[src/rtl/regfile_wr_arbiter.sv]
// Fixed-priority arbiter for the single regfile write port. Grant is combinational, the write follows one cycle later, and hold stalls grants only.
// Optional aging promotion against starvation: define RF_ARB_STARVE_EN.
module regfile_wr_arbiter #(
  parameter int NREQ         = 3,
  parameter int DW           = 32,
  parameter int AW           = 5,
  parameter int STARVE_LIMIT = 4
) (
  input  logic               clock,
  input  logic               reset,
  input  logic [NREQ-1:0]    req,
  input  logic [NREQ*AW-1:0] req_addr,
  input  logic [NREQ*DW-1:0] req_data,
  input  logic               hold,
  output logic [NREQ-1:0]    gnt,
  output logic               ctrl_writeEnable,
  output logic [AW-1:0]      ctrl_writeReg,
  output logic [DW-1:0]      data_writeReg,
  output logic               busy
);

  localparam int IW = (NREQ > 1) ? $clog2(NREQ) : 1;

  if (NREQ < 2 || NREQ > 8 || STARVE_LIMIT < 1) begin : g_param_out_of_range
  end

  logic [NREQ-1:0] cand;
  logic [NREQ-1:0] gnt_c;
  logic [IW-1:0]   sel;
  logic [AW-1:0]   win_addr;
  logic [DW-1:0]   win_data;

`ifdef RF_ARB_STARVE_EN
  localparam int CW = $clog2(STARVE_LIMIT + 1);

  logic [CW-1:0]   age [NREQ];
  logic [NREQ-1:0] promoted;

  always_comb begin
    promoted = '0;
    for (int i = 0; i < NREQ; i++)
      promoted[i] = req[i] && (age[i] == CW'(STARVE_LIMIT));
  end

  // Any promoted requester masks out every non-promoted one.
  assign cand = (|promoted) ? promoted : req;

  always_ff @(posedge clock or negedge reset) begin
    if (!reset) begin
      for (int i = 0; i < NREQ; i++) age[i] <= '0;
    end else begin
      for (int i = 0; i < NREQ; i++) begin
        if (!req[i] || gnt_c[i])
          age[i] <= '0;
        else if (!hold && (age[i] != CW'(STARVE_LIMIT)))
          age[i] <= age[i] + 1'b1;
      end
    end
  end
`else
  assign cand = req;
`endif

  // Scan downward so the lowest candidate index is the last (winning) assignment.
  always_comb begin
    gnt_c = '0;
    sel   = '0;
    if (reset && !hold) begin
      for (int i = NREQ - 1; i >= 0; i--) begin
        if (cand[i]) begin
          gnt_c    = '0;
          gnt_c[i] = 1'b1;
          sel      = IW'(i);
        end
      end
    end
  end

  assign win_addr = req_addr[sel*AW +: AW];
  assign win_data = req_data[sel*DW +: DW];

  assign gnt  = gnt_c;
  assign busy = reset && (|(req & ~gnt_c));

  always_ff @(posedge clock or negedge reset) begin
    if (!reset) begin
      ctrl_writeEnable <= 1'b0;
      ctrl_writeReg    <= '0;
      data_writeReg    <= '0;
    end else if (|gnt_c) begin
      ctrl_writeEnable <= (win_addr != '0);
      ctrl_writeReg    <= win_addr;
      data_writeReg    <= win_data;
    end else begin
      ctrl_writeEnable <= 1'b0;
    end
  end

endmodule

[config.mk]
export PLATFORM = sky130hd
export DESIGN_NAME = regfile_wr_arbiter
export DESIGN_NICKNAME = d
export VERILOG_FILES = /design/src/rtl/regfile_wr_arbiter.sv
export SDC_FILE = /design/constraint.sdc
export NUM_CORES = 1
export LEC_CHECK = 0
export CAP_MARGIN = 20
export CORE_MARGIN = 5
export CORE_UTILIZATION = 30
export CTS_CLUSTER_DIAMETER = 30
export DETAILED_ROUTE_END_ITERATION = 8
export PLACE_DENSITY = 0.79
export SLEW_MARGIN = 10
export SYNTH_ARGS = -nofsm -noshare
export SYNTH_HDL_FRONTEND = slang
export SYNTH_SLANG_ARGS = --single-unit
export TNS_END_PERCENT = 1
[constraint.sdc]
create_clock -name clock -period 1.3 [get_ports clock]
set_clock_uncertainty 0.2 [all_clocks]
set_input_delay 0.13 -clock clock [delete_from_list [all_inputs] [get_ports clock]]
set_output_delay 0.13 -clock clock [all_outputs]
set_load 0.005 [all_outputs]
== Word level (Yosys, flattened, before mapping) ==
Index checks and enable logic that the tools add are counted.

* Flip-flop bits (word level): 38
* Bits of input ports: 117
* Output and inout bits: 42
* Logic and storage cells: 23

* $mul: 1
* Shifts and indexed selects: 2
* Muxes and demuxes: 9
* Bitwise logic cells: 2
* Reductions and logical operators: 6

{| class="wikitable"
|+ Operators by type and width
! kind !! count
|-
| variable part select 96 x 8 -> 32 bit || 1
|-
| variable part select 15 x 6 -> 5 bit || 1
|-
| two-way mux 3 bit || 4
|-
| two-way mux 2 bit || 4
|-
| OR reduction 3 bit || 2
|-
| multiplier 2 x 3 -> 5 bit (second input constant) || 1
|-
| nonzero test 5 bit || 1
|-
| bitwise AND 3 bit || 1
|-
| NOT 3 bit || 1
|-
| logical AND 1 bit || 2
|-
| zero test 1 bit || 1
|-
| two-way mux 1 bit || 1
|}

== Depth between registers and ports, before layout ==
* Depth in word-level cells: 8
* Mapped depth: 6
* Gate-level depth less buffers: 4

== Least setup slack after synthesis ==
Ideal clock, no wire load.

* Kind: input port to flip-flop
* Start point: input req[0]
* End point: register data_writeReg[17]
* Arrival: 1.259 ns
* Required time: 0.964 ns
* Path slack: -0.295 ns
* Stages: 6
* Path through: and4bb_1 -> buf_4 -> buf_4 -> mux2_2 -> mux2i_1 -> o21ai_0

* Cells in the longest elaborated chain, start to end: 3

{| class="wikitable"
|+ RTL lines
! item !! line !! source
|-
| start: declaration || 11 || <nowiki>input logic [NREQ-1:0] req,</nowiki>
|-
| two-way mux 3 bit || 70 || <nowiki>if (cand[i]) begin</nowiki>
|-
| two-way mux 3 bit || 68 || <nowiki>if (reset && !hold) begin</nowiki>
|-
| named net gnt[1] || 15 || <nowiki>output logic [NREQ-1:0] gnt,</nowiki>
|-
| OR reduction 3 bit || 90 || <nowiki>end else if (|gnt_c) begin</nowiki>
|-
| end signal: assignment || 93 || <nowiki>data_writeReg <= win_data;</nowiki>
|-
| end: declaration || 18 || <nowiki>output logic [DW-1:0] data_writeReg,</nowiki>
|}

The timed path passes the listed nets, and every way through them passes these cells.
A chain may end at the register's enable or synchronous reset.

== Worst setup path after layout ==
* Start point: input hold
* End point: register data_writeReg[26]

* Cells in the longest elaborated chain, start to end: 4

{| class="wikitable"
|+ RTL lines
! item !! line !! source
|-
| start: declaration || 14 || <nowiki>input logic hold,</nowiki>
|-
| zero test 1 bit * || 68 ||
|-
| logical AND 1 bit * || 68 ||
|-
| two-way mux 2 bit or two-way mux 3 bit (tied branches) || 68 ||
|-
| variable part select 96 x 8 -> 32 bit or OR reduction 3 bit (tied branches) || 80, 90 ||
|}

Mark *: on every way between the ends. The rest lies on a longest branch, timed or not.

==> run metrics <==
GPL Wtd Cong 0.816; CP Capture Type flip-flop; fill cell count 615; pwr/cell area 853 nW/um^2; outcome finished with violations; initial antenna violation count 0; crit path launch type input pin; Final ANT Viol Nets 0; final setup vio count 40; Worst-Margin Slew 0.404 ns; worst min path class in -> reg; ANT cells 0; CP Cell Sequence buf_6 -> and4bb_2 -> buf_6 -> buf_12 -> buf_12 -> mux2_2 -> mux2i_1 -> o21ai_1; Vias 2333; Mean Syn Cell Area 10.4 sq um; worst r2r src ctrl_writeReg[2]; Max Root-Sink Buffers 2; Final Cycle Share 118%; FF+latch count, synth 38; Net Count, Synth 335; Post-Synthesis Cells 218; Core Rows 31; top cells by count, synth dfrtp_1 (38), mux2_2 (38), mux2i_1 (37), nand2_1 (37), o21ai_0 (36); TritonCTS clock tree built; Leak 2.14 nW; cell accounting for the most synthesized area dfrtp_1; vias in the first global route 2456; Synth Flop Type dfrtp_1; Critical Path Slowest Stage Cell mux2_2; Synth cell types 20; Num CTS Buffers 5; pins over their slew limit 0; Port Buffer Count 158; RSZ-0062 raised after global routing true; CP Data Arrival Time 1.51 ns; final worst slack -0.230 ns; largest net degree at the start of global routing 42; TNS Setup -6.01 ns; Overflow after GRT 0; Initial Utilization 31.0%; CTS Sinks 38; Worst Setup Path Type in -> reg; Synth area leaders dfrtp_1 (42%), mux2_2 (19%), mux2i_1 (16%); Die Ht 96.8 um; number of synthesized flops with an enable pin 0; Max rail drop VDD 0.492 mV; H-Tree Depth 2; crit-path max FO 7; wirelength, routed 8.19 mm; Final Core Density 62.5%; drt first pass iters 4; DRC 0; failing checks setup timing; placed wire-length estimate 6.31 mm; I/O pin cnt 159; setup slack at placement -0.819 ns; Root Buffer clkbuf_8; Clk pin slew, worst setup/hold paths 0.08 ns; area share of the largest cell type after synthesis 42.1%; die area 9370 sq um; Crit. Startpoint hold; first-pass GRT wire length 13.1 mm; vias per std cell 4.67; fin nets 517; starting DRC count in detailed routing 30; synthesized cell area 2260 sq um; Yosys warning count 0; die width 96.8 um; core box area 7290 sq um; P&R area growth vs syn 102%; Slew HR 73.1%; worst-skew pair later-pin latency 0.28 ns; ratio of cells with drive above 1 in the final layout 23.9%; max incr delay on CP 0.33 ns; Final Hold Vio Count 0; drt wl/cell 16.4 um; worst hold start req_data[86]; fmax 654 MHz; asr flop ratio synth 100%; sequential area share after synthesis 42.1%; max_cap viols 0; min cycle time layout 1.53 ns; Total GRT Usage 17.2%; data required time of the worst path 1.28 ns
-- critical path: cells and delay by family --
kind	cells	cell delay, ns
muxes	2	0.50
and+or+nand+nor	1	0.32
AOI/OAI and AO/OA	1	0.08
buffers and inverters	4	0.48
-- routing by layer --
metal / share of wire, % / wire, um / global-route usage [%]
met1: 40 / 3290 / 20.6
met3: 6.3 / 513 / 5.04
met5: 0 / 0 / 0
met4: 2.1 / 170 / 5.51
met2: 51 / 4220 / 29.7
-- path summary, 6_finish.rpt --
kind	cells past startpoint	to	slack (ns)
setup / recovery	8	data_writeReg[26]	-0.23
hold / removal	3	data_writeReg[22]	0.27
setup reg to reg	2	ctrl_writeReg[2]	0.47
hold reg to reg	2	data_writeReg[20]	0.28
max in group asynchronous	5	data_writeReg[7]	0.11
min in group asynchronous	4	ctrl_writeReg[0]	0.36
-- flip-flops by register name, indices dropped and copies added (netlist names) --
register,cells
ctrl_writeReg,5
data_writeReg,32
ctrl_writeEnable,1
-- timing repair --
action | CTS | global route
hold endpoints to repair | 8 | 0
pin swaps | 10 | 12
buffers inserted | 11 | 0
resized for setup | 126 | 45
cloned | 2 | 0
setup endpoints to repair | 80 | 73
hold buffers | 2 | 0
-- placed cells by master, fill, tap and decap left out, types with 2 or more instances in the layout --
cell type | netlist | final
buf_12 | 0 | 8
nand2_1 | 37 | 37
mux2i_2 | 0 | 3
clkdlybuf4s15_1 | 0 | 33
buf_4 | 3 | 14
buf_16 | 0 | 2
bufinv_16 | 0 | 2
mux2i_4 | 0 | 2
clkbuf_8 | 0 | 6
mux2_2 | 38 | 25
dlygate4sd2_1 | 0 | 7
dlygate4sd3_1 | 0 | 2
mux2i_1 | 37 | 32
nor2_1 | 4 | 3
o21ai_1 | 1 | 36
buf_6 | 0 | 11
dfrtp_1 | 38 | 38
clkdlybuf4s50_1 | 0 | 111
clkdlybuf4s15_2 | 0 | 2
mux2_4 | 0 | 14
-- cells by family (layout without fill, tap and decap cells) --
group,Yosys count,in the layout,share of synthesized area (%)
flops,38,38,42.1
compound gates,42,42,10.3
buf+inv,18,201,3.77
mux,76,76,35.8
simple gates,44,44,8.03
-- cell type report --
type / instances / area [sq um] / share of cell area (%)
Sequential cell: 38 / 951 / 20.9
Clock inverter: 2 / 60.1 / 1.32
Tap cell: 99 / 124 / 2.72
Multi-Input combinational cell: 162 / 1340 / 29.4
Clock buffer: 6 / 82.6 / 1.81
Timing Repair Buffer: 191 / 1990 / 43.7
Inverter: 2 / 7.51 / 0.165
-- where the power goes --
part	switching [mW]	total [mW]	internal (mW)
Combinational	0.412	1.20	0.788
Clock	0.419	1.24	0.819
Sequential	0.0914	1.45	1.36
-- per-stage QoR --
step / instances / power, mW / area (sq um) / hold WS (ns)
final: 500 / 3.89 / 4560 / 0.267
after global routing: 500 / 4.11 / 4560 / 0.275
after CTS: 500 / 3.88 / 4480 / 0.250
after detailed placement: 479 / 2.69 / 4130 / 0.0477
after global placement: 479 / 2.66 / 4130 / 0.0464
after floorplan: 218 / 1.80 / 2290 / -0.366
Power figures use the tool's default switching activity.
